## src/rtl/fetch_stage_pkg.sv

```systemverilog
// Shared definitions for the instruction fetch stage.
//   ADDR_W / INSTR_W : byte-address and instruction widths
//   NOP              : addi x0,x0,0, shown on o_instr when no valid instruction
//   fetch_state_e    : FETCH_RUN / FETCH_HALT
package fetch_stage_pkg;

  localparam int ADDR_W  = 32;
  localparam int INSTR_W = 32;

  localparam logic [INSTR_W-1:0] NOP = 32'h0000_0013;

  typedef enum logic {
    FETCH_RUN  = 1'b0,
    FETCH_HALT = 1'b1
  } fetch_state_e;

  // Instructions are word aligned; any set low bit is a bad target.
  function automatic logic is_misaligned(input logic [ADDR_W-1:0] addr);
    return addr[1:0] != 2'b00;
  endfunction

endpackage

```

## src/rtl/fetch_pc_next.sv

```systemverilog
// Combinational next-request-address mux and redirect alignment check.
//   rst_i            : reset in progress, request the reset PC
//   halted_i         : FSM is in HALT, freeze the PC
//   primed_i         : memory holds the word at pc_i (low only in the first
//                      cycle after reset)
//   halt_i           : halt request this cycle
//   redirect_i       : taken branch/jump this cycle
//   redirect_addr_i  : redirect target
//   stall_i          : decode stall, re-read current word
//   pc_i             : PC of the instruction currently on the memory output
//   reset_pc_i       : reset address
//   next_addr_o      : address to present to instruction memory
//   misaligned_o     : accepted redirect whose target is not word aligned
module fetch_pc_next
  import fetch_stage_pkg::*;
(
  input  logic              rst_i,
  input  logic              halted_i,
  input  logic              primed_i,
  input  logic              halt_i,
  input  logic              redirect_i,
  input  logic [ADDR_W-1:0] redirect_addr_i,
  input  logic              stall_i,
  input  logic [ADDR_W-1:0] pc_i,
  input  logic [ADDR_W-1:0] reset_pc_i,
  output logic [ADDR_W-1:0] next_addr_o,
  output logic              misaligned_o
);

  always_comb begin
    // A halt in the same cycle wins, so the redirect is not even checked.
    misaligned_o = redirect_i && !halt_i && !halted_i && is_misaligned(redirect_addr_i);
    next_addr_o  = pc_i + ADDR_W'(4);
    if (rst_i) begin
      next_addr_o = reset_pc_i;
    end else if (halted_i || halt_i || misaligned_o) begin
      // Entering or sitting in HALT: never request the bad/ignored target.
      next_addr_o = pc_i;
    end else if (redirect_i) begin
      next_addr_o = redirect_addr_i;
    end else if (stall_i || !primed_i) begin
      // Re-read the same word so the memory output holds steady.
      next_addr_o = pc_i;
    end
  end

endmodule

```

## src/rtl/fetch_stage.sv

```systemverilog
// Instruction fetch stage. Owns the PC, drives a one-cycle registered
// instruction memory, and hands {instr, pc, valid} to decode.
//   clk, rst          : clock, synchronous active-high reset
//   i_stall           : decode cannot accept; hold outputs
//   i_redirect(_addr) : taken branch/jump and its target
//   i_halt            : stop fetching until reset
//   o_req_addr        : memory request address (combinational)
//   i_res_data        : memory data for the previous request
//   o_instr/o_pc      : instruction to decode and its PC
//   o_valid           : o_instr is real
//   o_fault           : sticky misaligned-redirect flag
//   o_fetch_count     : saturating count of instructions accepted by decode
module fetch_stage
  import fetch_stage_pkg::*;
#(
  parameter logic [ADDR_W-1:0] RESET_PC = '0
) (
  input  logic               clk,
  input  logic               rst,
  input  logic               i_stall,
  input  logic               i_redirect,
  input  logic [ADDR_W-1:0]  i_redirect_addr,
  input  logic               i_halt,
  output logic [ADDR_W-1:0]  o_req_addr,
  input  logic [INSTR_W-1:0] i_res_data,
  output logic [INSTR_W-1:0] o_instr,
  output logic [ADDR_W-1:0]  o_pc,
  output logic               o_valid,
  output logic               o_fault,
  output logic [31:0]        o_fetch_count
);

  fetch_state_e      state_q, state_d;
  logic [ADDR_W-1:0] r_pc_q;
  logic              r_valid_q;
  logic              fault_q, fault_d;
  logic [31:0]       count_q, count_d;
  logic              misaligned;

  fetch_pc_next u_pc_next (
    .rst_i          (rst),
    .halted_i       (state_q == FETCH_HALT),
    .primed_i       (r_valid_q),
    .halt_i         (i_halt),
    .redirect_i     (i_redirect),
    .redirect_addr_i(i_redirect_addr),
    .stall_i        (i_stall),
    .pc_i           (r_pc_q),
    .reset_pc_i     (RESET_PC),
    .next_addr_o    (o_req_addr),
    .misaligned_o   (misaligned)
  );

  assign o_pc          = r_pc_q;
  assign o_valid       = r_valid_q && (state_q == FETCH_RUN);
  assign o_instr       = o_valid ? i_res_data : NOP;
  assign o_fault       = fault_q;
  assign o_fetch_count = count_q;

  always_comb begin
    state_d = state_q;
    fault_d = fault_q;
    count_d = count_q;
    case (state_q)
      FETCH_RUN: begin
        if (i_halt || misaligned) state_d = FETCH_HALT;
        if (misaligned)           fault_d = 1'b1;
      end
      FETCH_HALT: ;  // only reset leaves HALT
      default:    state_d = FETCH_RUN;
    endcase
    // A redirect-cycle instruction is squashed downstream, so it is not counted.
    if (o_valid && !i_stall && !i_redirect && (count_q != '1))
      count_d = count_q + 32'd1;
  end

  always_ff @(posedge clk) begin
    if (rst) begin
      state_q   <= FETCH_RUN;
      r_pc_q    <= RESET_PC;
      r_valid_q <= 1'b0;
      fault_q   <= 1'b0;
      count_q   <= '0;
    end else begin
      state_q   <= state_d;
      r_pc_q    <= o_req_addr;
      // Memory data lines up with r_pc from here on.
      r_valid_q <= 1'b1;
      fault_q   <= fault_d;
      count_q   <= count_d;
    end
  end

endmodule
```

## config.mk

```make
export PLATFORM = sky130hd
export DESIGN_NAME = fetch_stage
export DESIGN_NICKNAME = d
export VERILOG_FILES = /design/src/rtl/fetch_stage_pkg.sv /design/src/rtl/fetch_pc_next.sv /design/src/rtl/fetch_stage.sv
export SDC_FILE = /design/constraint.sdc
export NUM_CORES = 1
export LEC_CHECK = 0
export ABC_AREA = 0
export CAP_MARGIN = 0
export CORE_MARGIN = 2
export CORE_UTILIZATION = 35
export DETAILED_ROUTE_END_ITERATION = 16
export PLACE_DENSITY = 0.73
export SLEW_MARGIN = 30
export SYNTH_ARGS = -nofsm -noshare
export SYNTH_HDL_FRONTEND = slang
export SYNTH_SLANG_ARGS = --single-unit
```

## constraint.sdc

```tcl
create_clock -name clk -period 4.2 [get_ports clk]
set_clock_uncertainty 0.05 [all_clocks]
set_input_delay 0.84 -clock clk [delete_from_list [all_inputs] [get_ports clk]]
set_output_delay 0.84 -clock clk [all_outputs]
set_load 0.005 [all_outputs]
```

### Word-level counts from Yosys, hierarchy flattened

Index checks and enable logic that the tools add are counted.

* logic and storage cells: 35
* input bits: 69
* output and inout bits: 130
* RAM bits: 0
* memories kept: 0
* ROM bits: 0
* latch bits: 0
* register bits after elaboration: 67

* add/subtract/negate cells: 2
* shift operators: 0
* reductions and logical operators: 18
* multipliers: 0
* order comparisons: 0
* multiplexer cells: 8
* bitwise operators: 1
* equal/unequal tests: 1
* divide/modulo/power cells: 0

Operators with widths (number)
* $mux W32: 5
* $add A32 B1 Y32 const B: 1
* $add A32 B3 Y32 const B: 1
* $ne A32 B32 Y1 const B: 1
* $logic_and A1 B1 Y1: 7
* $logic_not A1 Y1: 5
* $logic_or A1 B1 Y1: 4
* $mux W1: 3
* $reduce_and A2 Y1: 1
* $reduce_bool A2 Y1: 1
* $not A1 Y1: 1

### Depth between registers and ports, before layout

Gate-level depths: netlist (run 1).

* word-level depth: 7
* depth in mapped cells: 7
* mapped depth without buffers: 6

### By module

Synthesis (run 1) repeated with hierarchy kept, for this count alone.

* cells, all modules: 585
* area, all modules: 4604.4 um2

By module, submodules not included
* fetch_stage: times used 1, area each 2910.3 um2, sequential area each 1341.3 um2, cells each 313
* fetch_pc_next: times used 1, area each 1694.1 um2, sequential area each 0.0 um2, cells each 272

### Least setup slack after synthesis (run 1)

No wires, ideal clock.

* kind: in2out
* start point: input port i_halt
* end point: output port o_req_addr[29]
* buffers on the path: 1
* required time: 3.310 ns
* data arrival time: 2.356 ns
* path slack: 0.954 ns
* stages: 6
* cell sequence: or2_2 clkbuf_1 nor4_1 and4_1 a311oi_1 nor3b_1

* cells in the longest elaborated chain, start to end: 7
* elaborated cells between the ends (all ways): 8

Ends and longest elaborated chain
* from (decl): line fetch_stage.sv:23 `input logic i_halt,`
* $logic_not A1 Y1: line fetch_pc_next.sv:32 `misaligned_o = redirect_i && !halt_i && !halted_i && is_misaligned(redirect_addr_i);`
* $logic_and A1 B1 Y1 (3 in a row): line fetch_pc_next.sv:32
* $logic_or A1 B1 Y1 (*): line fetch_pc_next.sv:36 `end else if (halted_i || halt_i || misaligned_o) begin`
* $mux W32 (*): line fetch_pc_next.sv:36
* $mux W32 (*): line fetch_pc_next.sv:34 `if (rst_i) begin`
* to (decl): line fetch_stage.sv:24 `output logic [ADDR_W-1:0] o_req_addr,`

Every way passes the cells marked *; elsewhere a longest branch is shown, timed or not.

### Worst setup path after layout (run 1)

* start point: input port i_stall
* end point: output port o_req_addr[27]

* cells in the longest elaborated chain, start to end: 5

Ends and longest elaborated chain
* from (decl): line fetch_stage.sv:20 `input logic i_stall,`
* $logic_or A1 B1 Y1: line fetch_pc_next.sv:41 `end else if (stall_i || !primed_i) begin`
* $mux W32: line fetch_pc_next.sv:41
* $mux W32: line fetch_pc_next.sv:39 `end else if (redirect_i) begin`
* $mux W32: line fetch_pc_next.sv:36
* $mux W32: line fetch_pc_next.sv:34

Every way passes these cells.

==> impl_metrics.tcl, run 1 <==
set metrics [dict create \
    status "finished clean" \
    die_w_um 113.7 \
    synthArstFlopShare_pct 0 \
    clockBufferDepth 2 \
    grt_pass1_wl_um 23740 \
    cts_resized 0 \
    netlist_instances 555 \
    vias_per_cell 5.712 \
    antenna_found_initial 0 \
    hold_viol 0 \
    critPathArrivalTime_ns 3.24 \
    timing.slew.headroom_pct 41.36 \
    vdd_drop_max_mv 0.1336 \
    place_congestion 0.8470 \
    fmax_ghz 0.2423 \
    cts_tree "built" \
    clk_pin_slew_ns 0.06 \
    synth_area_leaders "dfxtp_1 (32%), a21oi_1 (5.0%), and2_1 (4.8%)" \
    ys_seq_area_share_pct 31.85 \
    drive_above_1_share_pct 7.744 \
    syn_area_per_cell_um2 7.588 \
    die-height_um 113.7 \
    drc 0 \
    worst_slew_pin_slew_ns 0.8795 \
    r2r_cells 5 \
    cts_hold_buf 0 \
    hold_depth 2 \
    num_rows 40 \
    worstSetupPathType "in -> out" \
    vias 5118 \
    diodes 0 \
    utilization_pct 56.34 \
    p_leak_nw 2.223 \
    initial_core_util_pct 35.51 \
    finalSetupTns_ns 0 \
    finalHoldWorstSlack_ns 0.4343 \
    gr-total-overflow 0 \
    worstPathMaxFanout 4 \
    synthDistinctLibCells 55 \
    maxCapViolations 0 \
    period_minus_slack_ns 4.128 \
    yosysTopAreaCellShare_pct 31.85 \
    routedWlPerCell_um 17.02 \
    synth_seq_cells 67 \
    hold_class "reg -> reg" \
    synth_top_cell_by_area "dfxtp_1" \
    finalSetupViolCount 0 \
    cts_setup_buffers 0 \
    coreArea_mm2 0.01186 \
    cts.sinks 67 \
    cp.required_ns 3.31 \
    syn_area_mm2 0.004212 \
    syn_nets 626 \
    clkLatencyLatePin_ns 0.33 \
    grt_max_degree 49 \
    p_per_area_mw_per_mm2 258.3 \
    end_kind "output port" \
    numCtsBuffers 9 \
    synth_edf_count 0 \
    fp.dieArea_mm2 0.01293 \
    finalCritPeriodShare_pct 98.28 \
    synth-main-ff-cell "dfxtp_1" \
    area_growth_pct 58.68 \
    yosysWarnings 0 \
    synth.most_common_cell "dfxtp_1" \
    htree_levels 3 \
    first_global_vias 4605 \
    io_pins 199 \
    final_antenna_net_count 0 \
    drv_slew 0 \
    finalNetCount 816 \
    grt.total_usage_pct 22.59 \
    synth_common_cells "dfxtp_1 (67), nand2_1 (44), a21oi_1 (42), nor2_1 (38), clkbuf_1 (34)" \
    firstDrtPassIters 6 \
    drt_iter0_drc 445 \
    dpl.hpwl_um 11180 \
    root_buffer "clkbuf_16" \
    wirelength_um 15250 \
    io_buffers 198 \
    p_total_mw 1.726 \
    start_kind "input pin" \
]
[registers in the layout, summed over array words and instances (netlist names)]
name           count
o_pc              32
o_fetch_count     32
r_valid_q          1
o_fault            1
state_q            1
[cell usage in the layout, fill, tap and decap left out, types with 3 or more instances in the layout]
cell type	n
mux2i_1	6
and2_1	32
a311oi_1	6
and4_1	6
o31ai_1	18
xor2_1	3
clkbuf_16	9
buf_4	21
nand2b_1	4
nor3_1	10
o41ai_1	3
or3_2	3
nor2_1	37
o211ai_1	3
or3_1	12
nand2_1	43
mux2_2	4
nand3_1	23
a22oi_1	7
a211oi_1	19
or4_1	16
o21ai_0	29
a21oi_1	42
nand4_1	18
dfxtp_1	67
o21ai_1	4
and3_1	18
nor2b_1	10
nor4b_1	4
or4b_2	3
nor4_1	7
a31oi_1	9
o22ai_1	3
inv_1	11
clkdlybuf4s50_1	196
[critical path, stage by stage]
cell             delay, ns
clkdlybuf4s50_1       0.44
and4b_1               0.29
and3_2                0.22
or4b_2                0.60
mux2i_1               0.15
o21ai_0               0.13
clkdlybuf4s50_1       0.56
[area by class of cell]
type,instances,area (µm²)
clock buffer,13,260.3
inverter,13,48.80
timing repair buffer,220,2150
multi-input combinational,434,2664
sequential,67,1341
clock inverter,2,35.03
fill,1068,5179
tap,147,183.9
[metrics by stage]
| stage | instances | area, µm² | setup slack [ns] |
|---|---|---|---|
| after floorplan | 555 | 4212 | 0.9540 |
| after global placement | 881 | 6370 | 0.08238 |
| after detailed placement | 881 | 6370 | 0.08064 |
| after CTS | 896 | 6665 | 0.04402 |
| after global routing | 896 | 6683 | -0.04804 |
| final | 896 | 6683 | 0.07232 |
[cells by family (layout without fill, tap and decap cells)]
family | Yosys count | count (layout) | share of synthesized area [%]
buf+inv | 54 | 248 | 5.377
fa+ha+maj | 2 | 2 | 0.5941
simple gates | 262 | 262 | 35.09
xor+xnor | 3 | 3 | 0.6240
flops | 67 | 67 | 31.85
compound gates | 157 | 157 | 23.98
mux | 10 | 10 | 2.496
[per-layer routing]
metal	routed length (µm)	global-route usage, %	vias up
met5	0	0	-
met4	213	7.480	0
met3	953	3.348	16
met2	7406	37.01	227
met1	6678	30.63	2387
li1	-	-	2488
[where the power goes]
group	switching (mW)	internal [mW]	leakage [nW]	total, mW
combinational	0.122	0.170	1.53	0.293
clock	0.272	0.488	0.146	0.760
sequential	0.0223	0.651	0.543	0.673
[worst paths after layout]
check,startpoint,endpoint,slack (ns)
min,o_fault,o_fault,0.43
max reg2reg,r_valid_q,o_fetch_count[21],1.57
max,i_stall,o_req_addr[27],0.07
min reg2reg,o_fault,o_fault,0.43
Power figures use the tool's default switching activity.
==> inputs of run 2 (changes only) <==
--- a/config.mk
+++ b/config.mk
@@ -7,7 +7,7 @@
 export LEC_CHECK = 0
 export ABC_AREA = 0
 export CAP_MARGIN = 0
-export CORE_MARGIN = 2
+export CORE_MARGIN = 8
 export CORE_UTILIZATION = 35
 export DETAILED_ROUTE_END_ITERATION = 16
 export PLACE_DENSITY = 0.73
==> impl_metrics.tcl, run 2 (synthesis gave the netlist of run 1 again) <==
set metrics [dict create \
    final_common_cell "clkdlybuf4s50_1" \
    max_stage_delay_ns 0.64 \
    cp.required_ns 3.31 \
    finalSetupViolCount 0 \
    path_cells "clkdlybuf4s50_1 > buf_4 > and3b_1 > nand3_1 > nor3_2 > or4b_2 > o211ai_1 > clkdlybuf4s50_1" \
    timing.slew.headroom_pct 55.74 \
    hold_class "reg -> reg" \
    finalSetupTns_ns 0 \
    firstDrtPassIters 6 \
    p_per_area_mw_per_mm2 254.5 \
    rsz0062_at_grt "no" \
    worst_slack_ns 0.09589 \
    start_kind "input pin" \
    p_leak_nw 2.256 \
    root_buffer "clkbuf_16" \
    routedWlPerCell_um 18.32 \
    gr-total-overflow 0 \
    slowest_stage "or4b_2" \
    clk_pin_slew_ns 0.05 \
    drv_slew 0 \
    drive_above_1_share_pct 8.245 \
    coreArea_mm2 0.01186 \
    worst_slew_pin_slew_ns 0.6584 \
    clkLatencyLatePin_ns 0.34 \
    vias 5202 \
    worstPathMaxFanout 5 \
    end_kind "output port" \
    final_antenna_net_count 0 \
    antenna_found_initial 0 \
    vdd_drop_max_mv 0.1863 \
    maxCapViolations 0 \
    io_pins 199 \
    first_global_vias 5057 \
    drt_iter0_drc 367 \
    numCtsBuffers 9 \
    crit_top_cell "clkdlybuf4s50_1" \
    clockBufferDepth 2 \
    worstPathBufferInverterCount 3 \
    cp_top_family "buffers and inverters" \
    dpl.hpwl_um 12370 \
    area_growth_pct 59.66 \
    grt.total_usage_pct 20.12 \
    diodes 0 \
    cts.sinks 67 \
    die_w_um 125.7 \
    vias_per_cell 5.786 \
    grt_max_degree 69 \
    htree_levels 3 \
    fp.dieArea_mm2 0.01580 \
    p_total_mw 1.711 \
    critPathArrivalTime_ns 3.21 \
    num_rows 40 \
    finalNetCount 818 \
    status "finished clean" \
    dp_slack_ns 0.06507 \
    grt_pass1_wl_um 26180 \
    final_cell_mix "clkdlybuf4s50_1 (195), dfxtp_1 (67), nand2_1 (44)" \
    cts_tree "built" \
    fmax_ghz 0.2437 \
    cts_hold_buf 0 \
    cts_setup_buffers 0 \
    io_buffers 198 \
    wirelength_um 16470 \
    initial_core_util_pct 35.51 \
    hold_viol 0 \
    utilization_pct 56.69 \
    period_minus_slack_ns 4.104 \
    worstSetupPathType "in -> out" \
    place_congestion 0.8629 \
    finalCritPeriodShare_pct 97.72 \
    die-height_um 125.7 \
    cts_resized 0 \
    drc 0 \
]
[run 2: metrics by stage]
stage          std cells  cell area (µm²)  hold WS (ns)
6_report             899             6724        0.4385
5_1_grt              899             6724        0.4683
4_1_cts              899             6690        0.4356
3_5_place_dp         883             6397        0.4198
3_3_place_gp         883             6397        0.4000
2_1_floorplan        555             4212        0.4104
[run 2: report_power, final]
group / switching (mW) / internal [mW]
Combinational: 0.123 / 0.172
Sequential: 0.0226 / 0.651
Clock: 0.279 / 0.464
[run 2: area by class of cell]
| type | count | area [µm²] |
|---|---|---|
| tap | 147 | 183.9 |
| inverter | 13 | 48.80 |
| fill | 1070 | 5137 |
| clock buffer | 15 | 287.8 |
| multi-input combinational | 434 | 2678 |
| sequential | 67 | 1341 |
| clock inverter | 1 | 5.005 |
| timing repair buffer | 222 | 2180 |
[run 2: layer usage]
| metal | wire length (µm) | vias to the layer above | GRT usage, % | part of all wire (%) |
|---|---|---|---|---|
| li1 | - | 2489 | - | - |
| met1 | 6804 | 2479 | 23.48 | 41 |
| met2 | 8053 | 212 | 33.69 | 49 |
| met3 | 1377 | 22 | 7.764 | 8.4 |
| met4 | 231 | 0 | 5.372 | 1.4 |
| met5 | 0 | - | 0 | 0 |
[run 2: tightest hold or removal path, stage by stage, from the launching register on]
cell and delay (ns):
dfxtp_1 0.33, a21oi_1 0.05, nor2_1 0.07
[run 2: final timing paths]
kind / from / endpoint / slack (ns) / cells past startpoint
worst min-delay path: o_fault / o_fault / 0.44 / 2
worst max register to register: r_valid_q / o_fetch_count[23] / 1.64 / 7
worst min register to register: o_fault / o_fault / 0.44 / 2
worst max-delay path: i_stall / o_req_addr[28] / 0.1 / 8
==> inputs of run 3 (changes only) <==
--- a/config.mk
+++ b/config.mk
@@ -10,8 +10,9 @@
 export CORE_MARGIN = 8
 export CORE_UTILIZATION = 35
 export DETAILED_ROUTE_END_ITERATION = 16
-export PLACE_DENSITY = 0.73
+export PLACE_DENSITY = 0.71
 export SLEW_MARGIN = 30
 export SYNTH_ARGS = -nofsm -noshare
 export SYNTH_HDL_FRONTEND = slang
+export SYNTH_HIERARCHICAL = 1
 export SYNTH_SLANG_ARGS = --single-unit
==> impl_metrics.tcl, run 3 <==
set metrics [dict create \
    synth-simple-area-share_pct 38.32 \
    netlist_instances 585 \
    p_leak_nw 2.631 \
    synth_edf_count 0 \
    initial_core_util_pct 35.33 \
    maxCapViolations 0 \
    syn_area_per_cell_um2 7.871 \
    synth_top_family_by_area "simple AND/OR/NAND/NOR gates" \
    synth_compound_area_share_pct 20.00 \
    p_per_area_mw_per_mm2 262.9 \
    firstDrtPassIters 5 \
    worst_slack_ns 0.1137 \
    io_buffers 198 \
    critPathArrivalTime_ns 3.20 \
    fillers 1216 \
    yosysTopAreaCellShare_pct 29.13 \
    worstSetupPathType "in -> out" \
    drt_iter0_drc 476 \
    drc 0 \
    vias 5452 \
    yosysWarnings 6 \
    synth_common_cells "dfxtp_1 (67), nand2_1 (44), nor2_1 (43), nor2b_1 (39), a21oi_1 (36)" \
    hold_viol 0 \
    fin_cells 995 \
    drv_slew 0 \
    synth.most_common_cell "dfxtp_1" \
    die-height_um 130.7 \
    cts_hold_buf 0 \
    gr-total-overflow 0 \
    htree_levels 3 \
    dpl.hpwl_um 13720 \
    r2r_cells 5 \
    finalSetupTns_ns 0 \
    fmax_ghz 0.2447 \
    antenna_found_initial 1 \
    timing.slew.headroom_pct 44.19 \
    cts_setup_buffers 0 \
    hold_class "reg -> reg" \
    worst_slew_pin_slew_ns 0.8371 \
    ys_seq_area_share_pct 29.13 \
    clockBufferDepth 2 \
    period_minus_slack_ns 4.086 \
    status "finished clean" \
    num_rows 42 \
    rsz0062_at_grt "no" \
    end_kind "output port" \
    vdd_drop_max_mv 0.1966 \
    vias_per_cell 5.479 \
    first_global_vias 5138 \
    grt_max_degree 44 \
    synthDistinctLibCells 76 \
    dp.cells 979 \
    regArea_mm2 0.001341 \
    synth_top_cell_by_area "dfxtp_1" \
    final_antenna_net_count 0 \
    start_kind "input pin" \
    worstPathMaxFanout 8 \
    cts.sinks 67 \
    synth_seq_cells 67 \
    dp_slack_ns 0.1373 \
    syn_area_mm2 0.004604 \
    synth-xor-area-share_pct 2.663 \
    hold_depth 2 \
    cp.required_ns 3.31 \
    final_cell_mix "clkdlybuf4s50_1 (197), dfxtp_1 (67), nand2_1 (44)" \
    place_congestion 0.8920 \
    cts_tree "built" \
    clk_pin_slew_ns 0.06 \
    root_buffer "clkbuf_16" \
    routedWlPerCell_um 18.10 \
    drive_above_1_share_pct 8.547 \
    clkLatencyLatePin_ns 0.34 \
    area_growth_pct 57.66 \
    numCtsBuffers 9 \
    grt_pass1_wl_um 27110 \
    cts_resized 0 \
    synthMuxAreaShare_pct 4.701 \
    wirelength_um 18010 \
    io_pins 199 \
    synthArstFlopShare_pct 0 \
    multiInputGateArea_mm2 0.003169 \
    finalSetupViolCount 0 \
    coreArea_mm2 0.01303 \
    grt.total_usage_pct 20.05 \
    diodes 0 \
    final_common_cell "clkdlybuf4s50_1" \
    finalCritPeriodShare_pct 97.29 \
    die_w_um 130.7 \
    fp.dieArea_mm2 0.01708 \
    synth_area_leaders "dfxtp_1 (29%), nor2b_1 (5.3%), and2_1 (4.6%)" \
    synth-main-ff-cell "dfxtp_1" \
    synth-adder-area-share_pct 0.5435 \
    finalNetCount 885 \
]
## run 3: final timing paths
check	start	end	slack [ns]
max	i_stall	o_req_addr[25]	0.11
min	o_fault	o_fault	0.46
max reg2reg	o_fetch_count[25]	o_fetch_count[7]	1.71
min reg2reg	o_fault	o_fault	0.46
## run 3: power breakdown
group / switching, mW / internal (mW)
combinational: 0.172 / 0.249
sequential: 0.0409 / 0.659
clock: 0.306 / 0.482
## run 3: cell families (layout without fill, tap and decap cells)
logic type	count (synthesis)	after routing
xor gates and xnor gates	14	14
DFF	67	67
AOI/OAI and AO/OA	136	136
other	1	32
muxes	21	21
buffers and inverters	46	249
and+or+nand+nor	298	298
adders and majority gates	2	2
## run 3: worst max-delay path, cell delays in order
cell             delay, ns
clkdlybuf4s50_1       0.46
and4b_1               0.34
nor3b_2               0.19
buf_4                 0.19
nand4_1               0.14
mux2i_1               0.15
a221oi_1              0.30
clkdlybuf4s50_1       0.58
## run 3: area by class of cell
| cell class | count | area share [%] |
|---|---|---|
| clock inverter | 6 | 0.9997 |
| timing repair buffer | 223 | 30.02 |
| multi-input combinational | 503 | 43.66 |
| inverter | 10 | 0.5171 |
| clock buffer | 10 | 3.292 |
| sequential | 67 | 18.48 |
| tap | 176 | 3.033 |
## run 3: metrics by stage
step / hold slack [ns] / area [µm²] / power, mW / utilization (%)
2_1_floorplan: 0.4104 / 4721 / 0.8661 / -
3_3_place_gp: 0.4041 / 6948 / 1.124 / 53.31
3_5_place_dp: 0.4163 / 6948 / 1.132 / 53.31
4_1_cts: 0.4470 / 7259 / 1.928 / 55.70
5_1_grt: 0.4609 / 7259 / 1.982 / 55.70
6_report: 0.4597 / 7259 / 1.908 / 55.70
## run 3: layer usage
layer,up-vias,wire (µm),track usage [%]
met3,31,1583,5.601
li1,2612,-,-
met5,-,13,0
met1,2540,7417,24.56
met4,2,334,6.617
met2,267,8660,33.22
